===== config.mk =====
export PLATFORM = sky130hd
export DESIGN_NAME = sp_fifo
export DESIGN_NICKNAME = d
export VERILOG_FILES = /design/src/rtl/sp_fifo_pkg.sv /design/src/rtl/sp_fifo_mem.sv /design/src/rtl/sp_fifo.sv
export SDC_FILE = /design/constraint.sdc
export NUM_CORES = 1
export LEC_CHECK = 0
export ABC_AREA = 0
export BUFFER_PORTS_ARGS = -buffer_cell sky130_fd_sc_hd__buf_2
export CAP_MARGIN = 20
export CORE_AREA = 2 2 196 198
export CTS_BUF_LIST = sky130_fd_sc_hd__clkbuf_4 sky130_fd_sc_hd__clkbuf_8
export DETAILED_ROUTE_END_ITERATION = 16
export DIE_AREA = 0 0 198 200
export HOLD_SLACK_MARGIN = 0.03
export PLACE_DENSITY = 0.87
export SETUP_SLACK_MARGIN = 0.2
export SLEW_MARGIN = 20
export SYNTH_ARGS = -nofsm -noshare
export SYNTH_HDL_FRONTEND = slang
export SYNTH_SLANG_ARGS = --single-unit

===== constraint.sdc =====
create_clock -name CLK -period 9.55 [get_ports CLK]
set_input_delay 0.955 -clock CLK [delete_from_list [all_inputs] [get_ports CLK]]
set_output_delay 0.955 -clock CLK [all_outputs]
set_load 0.02 [all_outputs]

===== src/rtl/sp_fifo_pkg.sv =====
// Generic-FIFO section: per-queue depths and watermark thresholds used when
// each scratchpad queue instantiates sp_fifo.
package sp_fifo_pkg;

  localparam int WFIFO_DEPTH       = 8;
  localparam int WFIFO_AFULL_TH    = WFIFO_DEPTH - 2;
  localparam int WFIFO_AEMPTY_TH   = 1;

  localparam int RFIFO_DEPTH       = 8;
  localparam int RFIFO_AFULL_TH    = RFIFO_DEPTH - 2;
  localparam int RFIFO_AEMPTY_TH   = 1;

  localparam int DFIFO_DEPTH       = 16;
  localparam int DFIFO_AFULL_TH    = DFIFO_DEPTH - 4;
  localparam int DFIFO_AEMPTY_TH   = 2;

  localparam int GEMMFIFO_DEPTH    = 4;
  localparam int GEMMFIFO_AFULL_TH = GEMMFIFO_DEPTH - 1;
  localparam int GEMMFIFO_AEMPTY_TH = 1;

  localparam int IFIFO_DEPTH       = 12;
  localparam int IFIFO_AFULL_TH    = IFIFO_DEPTH - 2;
  localparam int IFIFO_AEMPTY_TH   = 1;

  localparam int PFIFO_DEPTH       = 6;
  localparam int PFIFO_AFULL_TH    = PFIFO_DEPTH - 2;
  localparam int PFIFO_AEMPTY_TH   = 1;

endpackage


===== src/rtl/sp_fifo_mem.sv =====
// DEPTH x DATA_W register array: one synchronous write port, one
// asynchronous read port (gives the FIFO its first-word-fall-through head).
module sp_fifo_mem #(
  parameter int DATA_W = 71,
  parameter int DEPTH  = 8,
  parameter int PTR_W  = 3
) (
  input  logic              CLK,
  input  logic              we,
  input  logic [PTR_W-1:0]  waddr,
  input  logic [DATA_W-1:0] wdata,
  input  logic [PTR_W-1:0]  raddr,
  output logic [DATA_W-1:0] rdata
);

  logic [DATA_W-1:0] mem [DEPTH];

  // Storage is intentionally never reset; the head is don't-care while empty.
  always_ff @(posedge CLK) begin
    if (we) mem[waddr] <= wdata;
  end

  assign rdata = mem[raddr];

endmodule


===== src/rtl/sp_fifo.sv =====
// Parametrised synchronous FWFT FIFO with occupancy count, watermarks,
// synchronous flush and sticky overflow/underflow flags.
module sp_fifo
  import sp_fifo_pkg::*;
#(
  parameter int DATA_W    = 71,
  parameter int DEPTH     = 8,
  parameter int AFULL_TH  = DEPTH - 2,
  parameter int AEMPTY_TH = 1,
  parameter int CNT_W     = $clog2(DEPTH + 1)
) (
  input  logic              CLK,
  input  logic              RST,
  input  logic              flush,
  input  logic              err_clr,
  input  logic              wr_en,
  input  logic [DATA_W-1:0] wr_data,
  input  logic              rd_en,
  output logic [DATA_W-1:0] rd_data,
  output logic              full,
  output logic              empty,
  output logic              almost_full,
  output logic              almost_empty,
  output logic [CNT_W-1:0]  count,
  output logic              overflow_err,
  output logic              underflow_err
);

  localparam int PTR_W = (DEPTH > 1) ? $clog2(DEPTH) : 1;
  localparam logic [PTR_W-1:0] LAST_PTR = PTR_W'(DEPTH - 1);

  if (DEPTH < 2) begin : g_bad_depth
    $error("sp_fifo: DEPTH must be >= 2");
  end
  if (!(AEMPTY_TH >= 0 && AEMPTY_TH < AFULL_TH && AFULL_TH <= DEPTH)) begin : g_bad_th
    $error("sp_fifo: need 0 <= AEMPTY_TH < AFULL_TH <= DEPTH");
  end

  logic [PTR_W-1:0] wr_ptr;
  logic [PTR_W-1:0] rd_ptr;
  logic             push_ok;
  logic             pop_ok;
  logic             ov_set;
  logic             un_set;

  // Handshake: a push is taken when wr_en and there is room (a same-cycle
  // pop makes room when full); a pop is taken when rd_en and not empty.
  // Nothing is taken in a flush cycle. There is no write-to-read bypass.
  assign push_ok = wr_en && (!full || rd_en) && !flush;
  assign pop_ok  = rd_en && !empty && !flush;
  assign ov_set  = wr_en && full && !rd_en && !flush;
  assign un_set  = rd_en && empty && !flush;

  // Flags come only from the registered count.
  assign full         = (count == CNT_W'(DEPTH));
  assign empty        = (count == '0);
  assign almost_full  = (count >= CNT_W'(AFULL_TH));
  assign almost_empty = (count <= CNT_W'(AEMPTY_TH));

  always_ff @(posedge CLK) begin
    if (RST) begin
      wr_ptr        <= '0;
      rd_ptr        <= '0;
      count         <= '0;
      overflow_err  <= 1'b0;
      underflow_err <= 1'b0;
    end else begin
      if (flush) begin
        wr_ptr <= '0;
        rd_ptr <= '0;
        count  <= '0;
      end else begin
        if (push_ok) wr_ptr <= (wr_ptr == LAST_PTR) ? '0 : wr_ptr + PTR_W'(1);
        if (pop_ok)  rd_ptr <= (rd_ptr == LAST_PTR) ? '0 : rd_ptr + PTR_W'(1);
        case ({push_ok, pop_ok})
          2'b10:   count <= count + CNT_W'(1);
          2'b01:   count <= count - CNT_W'(1);
          default: count <= count;
        endcase
      end
      // A new error in the same cycle as err_clr wins.
      overflow_err  <= ov_set | (overflow_err  & ~err_clr);
      underflow_err <= un_set | (underflow_err & ~err_clr);
    end
  end

  sp_fifo_mem #(
    .DATA_W (DATA_W),
    .DEPTH  (DEPTH),
    .PTR_W  (PTR_W)
  ) u_mem (
    .CLK   (CLK),
    .we    (push_ok),
    .waddr (wr_ptr),
    .wdata (wr_data),
    .raddr (rd_ptr),
    .rdata (rd_data)
  );

endmodule


After elaboration in Yosys (flattened, before gate mapping)
Memory sizes are Yosys's and may differ from the RTL's. A register that Yosys moved wholly into a read port is not among the register bits.
Cells that the tools add are included.

storage, ports and cells
  bits in writable memories = 568
  memories kept = 1
  output and inout bits = 81
  logic and storage cells = 46
  register bits after elaboration = 12

cells by class
  magnitude comparators = 2
  eq/ne operators = 5
  reductions and logical operators = 17
  add/subtract/negate cells = 4
  muxes and demuxes = 7
  bitwise operators = 5

memories
  name       depth  bits a word  read ports  clocked after Yosys merged registers in  write ports  RTL line           RTL
  u_mem.mem  8      71           1           1                                        1            sp_fifo_mem.sv:16  logic [DATA_W-1:0] mem [DEPTH];

operators by type and width
  operator                                                               number
  3-bit 2-to-1 mux                                                       4
  1-bit logical AND                                                      9
  4-bit one-hot mux with 2 select lines                                  1
  3-bit by 1-bit adder with 3-bit output, second input constant          2
  3-bit == test, second input constant                                   2
  4-bit by 1-bit adder with 4-bit output, second input constant          1
  4-bit == test, second input constant                                   1
  4-bit by 3-bit >= comparator with 1-bit output, second input constant  1
  4-bit by 1-bit <= comparator with 1-bit output, second input constant  1
  1-bit logical NOT                                                      4
  4-bit logical NOT                                                      1
  4-bit by 1-bit subtractor with 4-bit output, second input constant     1
  1-bit bitwise AND                                                      2
  2-bit by 1-bit == test with 1-bit output, second input constant        1
  2-bit == test, second input constant                                   1
  1-bit 2-to-1 mux                                                       2
  1-bit OR                                                               2
  2-bit nonzero test                                                     1
  2-bit OR reduction                                                     1
  1-bit logical OR                                                       1
  1-bit NOT                                                              1

Longest topological paths before layout
  depth in word-level cells = 7
  gate-level depth with buffers = 8

Modules after synthesis
A second synthesis with hierarchy kept.

unflattened totals
  cell total of the unflattened synthesis = 917
  area total of the unflattened synthesis = 22082.4 sq um

by module, submodules not included
  module       times used  cells each  area each (sq um)  seq. area each (sq um)
  sp_fifo_mem  1           834         21349.2            17056.4
  sp_fifo      1           83          733.2              240.2

Least setup slack after synthesis
OpenSTA, ideal clock, no wires.

  kind = input to register
  start = input rd_en
  end = memory u_mem.mem[0][0], enable pin
  data arrival time = 8.065 ns
  data required time = 8.874 ns
  buffers on the path = 0
  setup time = 0.676 ns
  slack = 0.810 ns
  stages = 3
  cell sequence = nand4bb_1 nand2_1 nor4_1

between the ends
  word-level cells in the longest chain between the ends = 5

RTL lines
  what                                    RTL line           RTL
  start: declaration                      sp_fifo.sv:18      input logic rd_en,
  1-bit logical OR                        sp_fifo.sv:49      assign push_ok = wr_en && (!full || rd_en) && !flush;
  1-bit logical AND (2 in a row)          sp_fifo.sv:49
  1-bit 2-to-1 mux                        sp_fifo_mem.sv:20  if (we) mem[waddr] <= wdata;
  1-bit 2-to-1 mux (implied by the code)  sp_fifo_mem.sv:20
  end: declaration                        sp_fifo_mem.sv:16

Every way passes these cells.

==> flow_summary.json <==
{
  "run_status": "finished, final reports clean",
  "io_pins": 158,
  "syn_avg_cell_area_sq_um": 24.2,
  "hpwl_mm": 21.3,
  "critical_path_class": "register to output port",
  "endpoint_kind": "output port",
  "synth_enable_flop_cells": 568,
  "async_reset_ff_frac": 0,
  "critPathLaunchType": "register",
  "fill_cells": 2200,
  "grt_start_max_net_pins": 75,
  "hold_viol": 0,
  "route.detailed.drc": 0,
  "cp_max_fo": 47,
  "grt_pass1_wl_mm": 60.7,
  "drv_cap": 0,
  "ys_ff_latch": 583,
  "syn_area_sq_um": 22100,
  "ctsLongestPathBuffers": 3,
  "cts_hold_buf": 0,
  "critPathArrivalTime_ps": 3560,
  "slew_violations": 0,
  "clkLatencyLatePin_ps": 650,
  "die_w_um": 198,
  "fin_crit_sh": 0.473,
  "vias": 10023,
  "cts_tree": "built",
  "port_buffers": 157,
  "gp_congestion": 0.730,
  "nets": 1230,
  "hold_depth": 2,
  "ir_worst_vdd_mv": 0.194,
  "synth_area_leaders": "edfxtp_1, mux4_2, mux2_2, dfxtp_1, ha_1",
  "r2r_end": "u_mem.mem[3][35]",
  "synth_warnings": 0,
  "dieArea_sq_um": 39600,
  "final.setup.tns_ps": 0,
  "overflow": 0,
  "critical_path_buf_inv_count": 2,
  "clk_pin_slew_worst_paths_ps": 60,
  "drt_first_pass_iters": 5,
  "fp.dieH_um": 200,
  "clock-sinks": 583,
  "cts_buffers": 90,
  "max_freq_mhz": 222,
  "cts_root_buf": "clkbuf_8",
  "min_period_ps": 4510,
  "track_usage": 0.209,
  "final_cell_area_sq_um": 25300,
  "routedWlPerCell_um": 23.4,
  "synthFlopType": "edfxtp_1",
  "slowest_stage": "dfxtp_4",
  "synth_cell_types": 34,
  "synth_top_area_share": 0.771,
  "antenna_found_initial": 5,
  "r2r_setup_slack_ps": 6300,
  "timing.rr.start": "count[0]",
  "worstMarginPinSlew_ps": 1040,
  "relSlewSlack": 0.306,
  "area_growth_pct": 14.4,
  "drive_gt1_frac": 0.452,
  "floorplan.initialDensity": 0.592,
  "grt_pass1_vias": 10610,
  "skew_ps": 15.6,
  "dp_worst_setup_slack_ps": 5470,
  "cp_top_family": "buffers and inverters",
  "syn_nets": 1003,
  "powerDensity_nw_per_um2": 197,
  "viasPerCell": 5.81,
  "placedCellCount": 1561,
  "hp-class": "register to register",
  "synth_top_cell_by_area": "edfxtp_1",
  "syn_inst": 916,
  "rsz0062_at_grt": "false",
  "first_iter_violations": 700,
  "antenna_left": 0,
  "crit_required_ps": 8600,
  "core_sq_um": 37400,
  "hold_path_startpoint": "rd_ptr[1]",
  "power.leakage_uw": 0.00812,
  "row_count": 71,
  "instances_no_fill": 1726,
  "postCtsSetupRepairBufs": 0,
  "worstPathCellList": "buf_4, mux4_2, mux2_2, buf_2",
  "yosysSeqAreaShare": 0.784,
  "post_cts_resized": 0,
  "worst_slack_ps": 5040,
  "placed_area_sq_um": 23500,
  "cpPeakStageDelay_ps": 970,
  "htreeDepth": 3,
  "whs_ps": 499,
  "routed_wl_mm": 40.3,
  "ff2ff_path_depth": 6,
  "setup_viol": 0
}
==> cell type report <==
cell class                 instances  area [sq um]  share of cell area
multi-input combinational        287          4560               0.180
tap                              511           639              0.0253
clock buffer                     128          1540              0.0607
antenna                            4          10.0            0.000395
sequential                       583         17400               0.686
clock inverter                    32           225             0.00890
timing repair buffer             177           956              0.0378
inverter                           4          15.0            0.000593
==> cells by family after synthesis <==
logic type      Yosys count  share of synthesized area
flops                   583                      0.784
mux                     217                      0.182
buf+inv                  46                     0.0118
simple gates             43                     0.0111
compound gates           15                    0.00396
fa+ha+maj                10                    0.00565
xor+xnor                  2                   0.000792
==> where the power goes <==
group | leakage (uW) | internal, uW | switching, uW
clock | 0.000939 | 1100 | 907
combinational | 0.00192 | 56.7 | 88.0
sequential | 0.00525 | 2830 | 7.31
total | 0.00812 | 3980 | 1000
==> placed cells by master (no fill, tap or decap), types with 2 or more instances in the layout <==
master | Yosys | layout
a21oi_1 | 6 | 6
buf_2 | 16 | 157
buf_4 | 0 | 19
bufinv_16 | 0 | 2
clkbuf_4 | 0 | 36
clkbuf_8 | 0 | 92
clkinv_1 | 0 | 15
clkinv_2 | 0 | 8
clkinvlp_4 | 0 | 2
dfxtp_1 | 15 | 12
dfxtp_4 | 0 | 3
diode_2 | 0 | 4
edfxtp_1 | 568 | 568
ha_1 | 10 | 10
inv_1 | 4 | 4
inv_8 | 0 | 4
mux2_2 | 71 | 71
mux2i_1 | 4 | 4
mux4_2 | 142 | 142
nand2_1 | 8 | 8
nand2b_1 | 4 | 4
nor2_1 | 9 | 6
nor2_4 | 0 | 3
nor2b_1 | 4 | 4
nor3_2 | 0 | 4
o21ai_0 | 5 | 5
or3_1 | 2 | 2
or4b_1 | 2 | 2
xor2_1 | 2 | 2
==> worst register-to-register path: cells and delay by family, from the launching register on <==
family / cells / cell delay, ps
flip-flops: 1 / 470
buffers and inverters: 2 / 1010
AND/OR/NAND/NOR: 3 / 1100
adder cells (fa/ha/maj): 1 / 230
==> per-stage QoR <==
step	util	power, uW
finish	0.677	4980
global route	0.677	5150
CTS	0.676	5030
detailed placement	0.629	3030
global placement	0.629	3020
floorplan	-	2960
==> sequential cells by signal, summed over array words and instances, names as in the netlist, named ones only <==
register / count
wr_ptr: 3
count: 4
underflow_err: 1
overflow_err: 1
u_mem.mem: 568
rd_ptr: 3
==> synthesized netlist by cell type, types with 2 or more instances <==
cell type	instances
nor3_1	5
nor2b_1	4
or3_1	2
dfxtp_1	15
buf_6	9
o21ai_0	5
or4b_1	2
a21oi_1	6
edfxtp_1	568
mux2_2	71
mux4_2	142
nand2b_1	4
inv_1	4
clkbuf_1	16
nor2_1	9
xor2_1	2
buf_2	16
ha_1	10
nand2_1	8
mux2i_1	4
==> metal layers <==
metal	vias to the layer above	wire (um)	track usage
met2	320	20200	0.348
met5	-	41	0
met1	5264	16800	0.278
met3	54	2550	0.0479
met4	6	711	0.0744
li1	4379	-	-
==> how the worst max path moves through the flow <==
stage / start / slack, ps / cells after the start / to
6_report: register / 5040 / 4 / rd_data[42]
5_1_grt: register / 4700 / 4 / rd_data[42]
4_1_cts: register / 4760 / 4 / rd_data[62]
3_5_place_dp: register / 5470 / 4 / rd_data[62]
3_3_place_gp: register / 5510 / 4 / rd_data[70]
2_1_floorplan: rd_en / 810 / 3 / u_mem.mem[0][0]
(Power assumes the default switching activity.)
